==> config.mk <==
export PLATFORM = sky130hd
export DESIGN_NAME = cmn_demux_router
export DESIGN_NICKNAME = d
export VERILOG_FILES = /design/src/rtl/cmn_demux_router.sv
export SDC_FILE = /design/constraint.sdc
export NUM_CORES = 1
export LEC_CHECK = 0
export ABC_AREA = 1
export ABC_CLOCK_PERIOD_IN_PS = 3300
export CAP_MARGIN = 20
export CORE_MARGIN = 2
export CORE_UTILIZATION = 37
export CTS_BUF_LIST = sky130_fd_sc_hd__clkbuf_16
export CTS_CLUSTER_DIAMETER = 150
export DETAILED_ROUTE_END_ITERATION = 10
export GPL_ROUTABILITY_DRIVEN = 0
export PLACE_DENSITY_LB_ADDON = 0.3
export SLEW_MARGIN = 20
export SYNTH_ARGS = -nofsm -noshare
export SYNTH_HDL_FRONTEND = slang
export SYNTH_SLANG_ARGS = --single-unit
==> constraint.sdc <==
create_clock -name clk -period 3.3 [get_ports clk]
set_input_delay 0.495 -clock clk [delete_from_list [all_inputs] [get_ports clk]]
set_output_delay 0.495 -clock clk [all_outputs]
set_load 0.05 [all_outputs]
==> src/rtl/cmn_demux_router.sv <==
// Packet-locked 1-to-N stream demux with a one-entry output register and a saturating drop counter.
// Latency 1 cycle; recv_rdy follows the locked output's send_rdy, beats of dropped packets are always accepted.
module cmn_demux_router #(
   parameter int nbits    = 8,
   parameter int noutputs = 4
) (
   input  logic                        clk,
   input  logic                        reset,
   input  logic [nbits-1:0]            recv_msg,
   input  logic [$clog2(noutputs)-1:0] recv_sel,
   input  logic                        recv_last,
   input  logic                        recv_val,
   output logic                        recv_rdy,
   output logic [nbits-1:0]            send_msg [0:noutputs-1],
   output logic [noutputs-1:0]         send_val,
   input  logic [noutputs-1:0]         send_rdy,
   output logic                        pkt_active,
   output logic [7:0]                  drop_count
);
   localparam int selw = $clog2(noutputs);

   typedef enum logic {IDLE, PKT} state_t;

   typedef struct packed {
      logic [nbits-1:0] msg;
      logic [selw-1:0]  dst;
   } beat_t;

   state_t          state, state_nxt;
   logic [selw-1:0] lock_dst, lock_dst_nxt;
   logic            drop_flag, drop_flag_nxt;
   beat_t           buf_dat;
   logic            buf_full;

   logic            sel_ok;
   logic            drain;
   logic            dropping;
   logic            accept;
   logic            load;
   logic            head_drop;
   logic [selw-1:0] cur_dst;

   // Out-of-range selects only exist when noutputs is not a power of two.
   generate
      if ((1 << selw) == noutputs) begin : g_pow2
         assign sel_ok = 1'b1;
      end else begin : g_npow2
         assign sel_ok = ({1'b0, recv_sel} < (selw+1)'(noutputs));
      end
   endgenerate

   always_comb begin
      send_val = '0;
      for (int i = 0; i < noutputs; i++) begin
         send_msg[i] = '0;
      end
      for (int i = 0; i < noutputs; i++) begin
         send_val[i] = buf_full && (buf_dat.dst == selw'(i));
         send_msg[i] = send_val[i] ? buf_dat.msg : '0;
      end
   end

   // send_val is one-hot on buf_dst, so readiness of unselected outputs cannot leak in.
   always_comb begin
      drain     = |(send_val & send_rdy);
      dropping  = (state == PKT) ? drop_flag : !sel_ok;
      recv_rdy  = dropping || !buf_full || drain;
      accept    = recv_val && recv_rdy;
      load      = accept && !dropping;
      head_drop = accept && (state == IDLE) && !sel_ok;
      cur_dst   = (state == PKT) ? lock_dst : recv_sel;
   end

   assign pkt_active = (state == PKT);

   always_comb begin
      state_nxt     = state;
      lock_dst_nxt  = lock_dst;
      drop_flag_nxt = drop_flag;
      if (accept) begin
         case (state)
            IDLE: begin
               if (!recv_last) begin
                  state_nxt     = PKT;
                  lock_dst_nxt  = recv_sel;
                  drop_flag_nxt = !sel_ok;
               end
            end
            PKT: begin
               if (recv_last) begin
                  state_nxt     = IDLE;
                  drop_flag_nxt = 1'b0;
               end
            end
            default: state_nxt = IDLE;
         endcase
      end
   end

   always_ff @(posedge clk or posedge reset) begin
      if (reset) begin
         state     <= IDLE;
         lock_dst  <= '0;
         drop_flag <= 1'b0;
      end else begin
         state     <= state_nxt;
         lock_dst  <= lock_dst_nxt;
         drop_flag <= drop_flag_nxt;
      end
   end

   // A new beat may overwrite the one draining in the same cycle.
   always_ff @(posedge clk or posedge reset) begin
      if (reset) begin
         buf_full <= 1'b0;
         buf_dat  <= '0;
      end else if (load) begin
         buf_full    <= 1'b1;
         buf_dat.msg <= recv_msg;
         buf_dat.dst <= cur_dst;
      end else if (drain) begin
         buf_full <= 1'b0;
      end
   end

   always_ff @(posedge clk or posedge reset) begin
      if (reset) begin
         drop_count <= '0;
      end else if (head_drop && (drop_count != 8'hFF)) begin
         drop_count <= drop_count + 8'd1;
      end
   end

endmodule

==> metrics.md, run 1 <==
| Metric | Value |
|---|---|
| Via density | 4.67 |
| Flop pwr share | 20.4% |
| Status | completed |
| EDFF count, synth | 0 |
| GRT busiest layer | met2 |
| Adder-cell share of the synthesized area | 0% |
| Most common cell in the netlist | nor2_1 |
| Largest family of logic cells by synthesized area | simple AND/OR/NAND/NOR gates |
| Worst EP required | 2.80 ns |
| Initial Util | 39.9% |
| Comb pwr share | 65.9% |
| Buffers on Ports | 55 |
| Hold WS | 0.481 ns |
| Sequential cell area fraction in the yosys report | 38.6% |
| Drt initial violations | 16 |
| Synth top area share | 38.6% |
| Pre-antenna DRT Iters | 4 |
| R2r startpoint | buf_dat[1] |
| Vias post-DR | 1027 |
| Die width | 53.6 um |
| Global Route met1 Usage | 20.6% |
| Critical Path AT | 2.20 ns |
| Crit Path Max Fanout | 8 |
| Power per cell area | 1070 nW/um2 |
| Sw power | 0.000898 W |
| Final Hold Fails | 0 |
| Multiplexer share of the synthesized area | 0% |
| Met3 Use GR | 5.56% |
| Placement Rows | 17 |
| Placeable Area | 2280 um2 |
| CTS resizes | 0 |
| Hpwl dp | 2140 um |
| Area growth, synth to finish | 67.4% |
| DRC viols | 0 |
| Num CTS Buffers | 3 |
| Max rail drop VDD | 669 uV |
| CTS tree | yes |
| CP dominant cell by count | inv_1 |
| Internal | 0.000729 W |
| Layout cell share with drive strength beyond 1 | 4.17% |
| Final net count | 212 |
| CTS max path bufs | 2 |
| Synth cell count leaders | 39 x nor2_1, 27 x nand2_1, 21 x inv_1 |
| Clock skew | 0.00211 ns |
| Depth of the CTS H-tree | 1 |
| Die Footprint | 2870 um2 |
| Ys Warns | 0 |
| Top delay family on crit path | buffers and inverters |
| Hold-fix buffers at CTS | 0 |
| Final min period | 2.69 ns |
| Sink Count | 14 |
| Fraction of registers with async set/reset | 100% |
| Remaining Overflow, GRT | 0 |
| Dpl cells | 217 |
| Post-synthesis compound-gate area fraction | 3.58% |
| Top post-synthesis cells by area | dfrtp_1 39%, nor2_1 16%, nand2_1 11%, inv_1 8.7%, buf_4 7.4% |
| Post-detailed-routing wire length | 2650 um |
| Largest net degree at the start of global routing | 16 |
| Non-filler cells, final | 220 |
| WL/cell | 12.1 um |
| Setup violators final | 0 |
| Netlist cell types | 19 |
| Number of global-route vias before repair | 925 |
| Clock share of power | 13.7% |
| Root Driver | clkbuf_16 |
| Critical Path, Cell by Cell | inv_1 -> nor3_1 -> inv_1 -> nor2_1 -> clkdlybuf4s50_1 |
| Antenna violations before repair | 0 |
| Worst path slowest cell | clkdlybuf4s50_1 |
| Setup repair bufs after CTS | 0 |
| Mapped cell area | 908 um2 |
| Sw Ratio | 55.2% |
| Flops & latches, synth | 14 |
| Placed Area | 1450 um2 |
| Worst-Skew Late Latency | 0.24 ns |
| Syn Area/Cell | 6.63 um2 |
| # Max-Cap Violations | 0 |
| Design area | 1520 um2 |
| RSZ-0062 raised after global routing | no |
| Setup crit start | buf_dat[1] |
| CP peak stage delay | 0.82 ns |
| First-pass GRT wire length | 4060 um |
| ANT cells | 0 |
| Total track usage | 19.9% |
| CP endpoint kind | output pin |
| Io pins | 64 |
| Worst-Margin Slew | 0.528 ns |
| Most used DFF post-synth | dfrtp_1 |
| Hold path start | lock_dst[1] |
| Post-Syn Instances | 137 |
| Final TNS setup | 0 ns |
| Startpoint Class | flip-flop |
| Final ANT Viol Nets | 0 |
| XOR/XNOR Fraction of Synth Area | 0% |
| Slew Viols, Final | 0 |
| Rel. slew slack | 64.8% |
| Crit share post-route | 81.6% |
| Worst min path class | reg -> reg |
| Static leakage | 0.734 nW |
| Area leader, netlist | dfrtp_1 |
| Final core utilization | 66.8% |
| M2 GR Usage | 35.0% |
| Max frequency | 372 MHz |
| CP bufs+invs | 3 |
| Reg clk slew, reported paths | 0.04 ns |
| WS Path Type | reg -> out |
| Die H | 53.6 um |
| Synth Area in Simple Gates | 39.3% |
==> layout by cell type, fill, tap and decap left out, drive strengths merged <==
cell	n
clkbuf	3
inv	22
conb	8
buf	1
nor2	39
a21oi	2
o21ai	3
nand2	29
o21bai	1
clkdlybuf4s50	55
nand4	3
dfrtp	14
nand3	11
nor3	1
==> per-layer routing <==
metal | part of all wire, % | vias up
met5 | 0 | -
met4 | 3.1 | 0
met3 | 10 | 9
met2 | 46 | 66
met1 | 40 | 446
li1 | - | 506
==> worst paths after layout <==
check,end,slack [ns],cells past startpoint
setup / recovery,send_msg[12],0.61,5
hold / removal,lock_dst[1],0.48,2
setup reg to reg,buf_dat[3],1.73,9
hold reg to reg,lock_dst[1],0.48,2
max in group asynchronous,buf_dat[3],2.36,2
min in group asynchronous,buf_dat[8],0.59,2
==> layout make-up <==
| class | instances | area (um2) |
|---|---|---|
| clock buffer | 3 | 75.1 |
| fill | 203 | 756 |
| inverter | 22 | 82.6 |
| multi-input combinational | 97 | 419 |
| sequential | 14 | 350 |
| tap | 28 | 35.0 |
| timing repair buffer | 56 | 558 |
==> worst min-delay path, cell delays in order (launching register included) <==
cell	delay, ns
dfrtp_1	0.34
nand2_1	0.06
nand2_1	0.05
==> power by group through the flow <==
stage | clock network [W] | registers, W | logic, W
after floorplan | 0 | 0.000331 | 0.000749
after global placement | 0 | 0.000322 | 0.00106
after detailed placement | 0 | 0.000333 | 0.00107
after CTS | 0.000225 | 0.000332 | 0.00108
after global routing | 0.000233 | 0.000345 | 0.00115
final | 0.000224 | 0.000332 | 0.00107
==> cell families (layout without fill, tap and decap cells) <==
logic type | after synthesis | count (layout)
and+or+nand+nor | 83 | 83
buffers and inverters | 33 | 81
DFF | 14 | 14
AOI/OAI and AO/OA | 6 | 6
other | 1 | 8
==> sequential cells by signal, summed over array words and instances (netlist names) <==
signal	count
buf_dat	10
buf_full	1
pkt_active	1
lock_dst	2
==> stage by stage <==
step	setup WS [ns]	total power (W)
after global placement	0.742	0.00138
after global routing	0.439	0.00173
final	0.609	0.00163
after detailed placement	0.743	0.00141
after floorplan	0.124	0.00108
after CTS	0.592	0.00164
No activity file was read; power rests on OpenSTA's default activity.
==> run 2, diff against run 1 <==
--- a/config.mk
+++ b/config.mk
@@ -6,10 +6,10 @@
 export NUM_CORES = 1
 export LEC_CHECK = 0
 export ABC_AREA = 1
-export ABC_CLOCK_PERIOD_IN_PS = 3300
+export ABC_CLOCK_PERIOD_IN_PS = 2800
 export CAP_MARGIN = 20
 export CORE_MARGIN = 2
-export CORE_UTILIZATION = 37
+export CORE_UTILIZATION = 34
 export CTS_BUF_LIST = sky130_fd_sc_hd__clkbuf_16
 export CTS_CLUSTER_DIAMETER = 150
 export DETAILED_ROUTE_END_ITERATION = 10
==> constraint.sdc (replaced) <==
create_clock -name clk -period 2.8 [get_ports clk]
set_input_delay 0.42 -clock clk [delete_from_list [all_inputs] [get_ports clk]]
set_output_delay 0.42 -clock clk [all_outputs]
set_load 0.05 [all_outputs]
==> run 2 against run 1 <==
Compared with the run above:
- clock power is 19% higher
- global-route usage down 3.5 points
- cell count increased by 0.91%
- sequential power rose by 16%
- clock skew hardly changed
- power grew 16%
- via count decreased by 3.1%
- combinational power rose by 16%
- largest cell class unchanged
==> metrics.md, run 2 (synthesis gave the netlist of run 1 again) <==
| Metric | Value |
|---|---|
| Setup crit end | send_msg[29] |
| Hold-fix buffers at CTS | 0 |
| Buffers on Ports | 55 |
| Worst-Skew Late Latency | 0.24 ns |
| Sink Count | 14 |
| Root Driver | clkbuf_16 |
| CTS resizes | 0 |
| Internal | 0.000844 W |
| CP endpoint kind | output pin |
| Remaining Overflow, GRT | 0 |
| Clock skew | 0.00244 ns |
| Setup repair bufs after CTS | 0 |
| Via density | 4.48 |
| Setup violators final | 0 |
| Power per cell area | 1240 nW/um2 |
| Max frequency | 393 MHz |
| Die Footprint | 3100 um2 |
| Io pins | 64 |
| Num CTS Buffers | 3 |
| Pre-antenna DRT Iters | 4 |
| Reg2reg setup slack | 1.21 ns |
| Most frequent cells in the layout | 54 x clkdlybuf4s50_1, 39 x nor2_1, 27 x nand2_1, 21 x inv_1, 14 x dfrtp_1 |
| CP dominant cell by count | nor2_1 |
| Most common cell after layout, fill and taps aside | clkdlybuf4s50_1 |
| Placeable Area | 2500 um2 |
| Worst EP required | 2.38 ns |
| R2R depth | 8 |
| Final Power | 0.00189 W |
| Startpoint Class | flip-flop |
| Final Hold Fails | 0 |
| Critical Path, Cell by Cell | nor2_1 -> nand2_1 -> nor2_1 -> clkdlybuf4s50_1 |
| Final TNS setup | 0 ns |
| Rel. slew slack | 64.8% |
| Final ANT Viol Nets | 0 |
| Clock share of power | 14.1% |
| Flop pwr share | 20.3% |
| Antenna violations before repair | 0 |
| Static leakage | 0.733 nW |
| Die width | 55.7 um |
| Largest regs | buf_dat: 10 flops, lock_dst: 2 flops |
| Sw Ratio | 55.3% |
| R2r startpoint | buf_dat[1] |
| Worst-Margin Slew | 0.526 ns |
| Worst min path class | reg -> reg |
| First-pass GRT wire length | 4110 um |
| Hold path start | lock_dst[1] |
| Setup crit start | buf_dat[0] |
| Sw power | 0.00105 W |
| Depth of the CTS H-tree | 1 |
| CTS max path bufs | 2 |
| Post-detailed-routing wire length | 2490 um |
| Worst path slowest cell | clkdlybuf4s50_1 |
| Drt initial violations | 26 |
| Area growth, synth to finish | 67.5% |
| Most flops, register | buf_dat |
| Comb pwr share | 65.6% |
| Placement Rows | 18 |
| Max rail drop VDD | 775 uV |
| Die H | 55.7 um |
| Dpl cells | 218 |
| WS Path Type | reg -> out |
| Max FFs per register | 10 |
| CP peak stage delay | 0.84 ns |
| Slew Viols, Final | 0 |
| Crit share post-route | 90.8% |
| Hpwl dp | 1970 um |
| Reg clk slew, reported paths | 0.05 ns |
| ANT cells | 0 |
| Number of global-route vias before repair | 905 |
| Non-filler cells, final | 222 |
| DRC viols | 0 |
| Total track usage | 16.4% |
| Largest net degree at the start of global routing | 16 |
| Final net count | 211 |
| CTS tree | yes |
| WL/cell | 11.2 um |
| RSZ-0062 raised after global routing | no |
| R2r endpoint | pkt_active |
| Final min period | 2.54 ns |
| # Max-Cap Violations | 0 |
| Layout cell share with drive strength beyond 1 | 4.69% |
| Status | completed |
| Vias post-DR | 995 |
| Crit Path Max Fanout | 9 |
| Initial Util | 36.3% |
| Critical Path AT | 2.12 ns |
| Final core utilization | 60.9% |
==> run 2: cell count changes in the layout (fill, tap and decap cells not counted) <==
cell / previous run / this run
clkinv_1: 0 / 1
nor3_1: 1 / 0
nor3_2: 0 / 1
clkdlybuf4s50_1: 55 / 54
==> run 2: worst min path at each step <==
stage,to,slack (ns),cells past startpoint
finish,lock_dst[1],0.47,2
global route,buf_dat[5],0.50,2
CTS,lock_dst[1],0.48,2
detailed placement,buf_dat[6],0.46,2
global placement,buf_dat[8],0.46,2
floorplan,buf_dat[0],0.31,1
==> run 2: worst max-delay path, delay by kind of cell (launching register included) <==
kind | cells | cell delay, ns
buf+inv | 1 | 0.84
flops | 1 | 0.46
simple gates | 3 | 0.57
==> run 2: metal layers <==
| layer | routed length [um] | global-route usage (%) | up-vias | part of all wire (%) |
|---|---|---|---|---|
| met5 | 0 | 0 | - | 0 |
| met4 | 31 | 5.23 | 0 | 1.2 |
| met3 | 231 | 4.65 | 4 | 9.3 |
| met2 | 1190 | 29.9 | 53 | 48 |
| met1 | 1050 | 18.2 | 432 | 42 |
| li1 | - | - | 506 | - |
==> run 2: per-stage QoR <==
stage / cell area [um2] / hold slack, ns / setup WS, ns
6_report: 1520 / 0.472 / 0.257
5_1_grt: 1520 / 0.503 / 0.112
4_1_cts: 1520 / 0.476 / 0.226
3_5_place_dp: 1440 / 0.464 / 0.518
3_3_place_gp: 1440 / 0.456 / 0.602
2_1_floorplan: 940 / 0.309 / 0.173
==> run 2: layout make-up <==
| type | count | area (um2) |
|---|---|---|
| Tap cell | 30 | 37.5 |
| Sequential cell | 14 | 350 |
| Multi-Input combinational cell | 97 | 424 |
| Timing Repair Buffer | 55 | 548 |
| Clock inverter | 1 | 3.75 |
| Inverter | 22 | 82.6 |
| Fill cell | 246 | 978 |
| Clock buffer | 3 | 75.1 |
==> run 2: power groups by stage <==
stage | sequential (W) | combinational, W | clock [W]
global route | 0.000398 | 0.00132 | 0.000281
detailed placement | 0.000385 | 0.00124 | 0
CTS | 0.000384 | 0.00125 | 0.000270
floorplan | 0.000391 | 0.000887 | 0
global placement | 0.000381 | 0.00122 | 0
finish | 0.000384 | 0.00124 | 0.000266
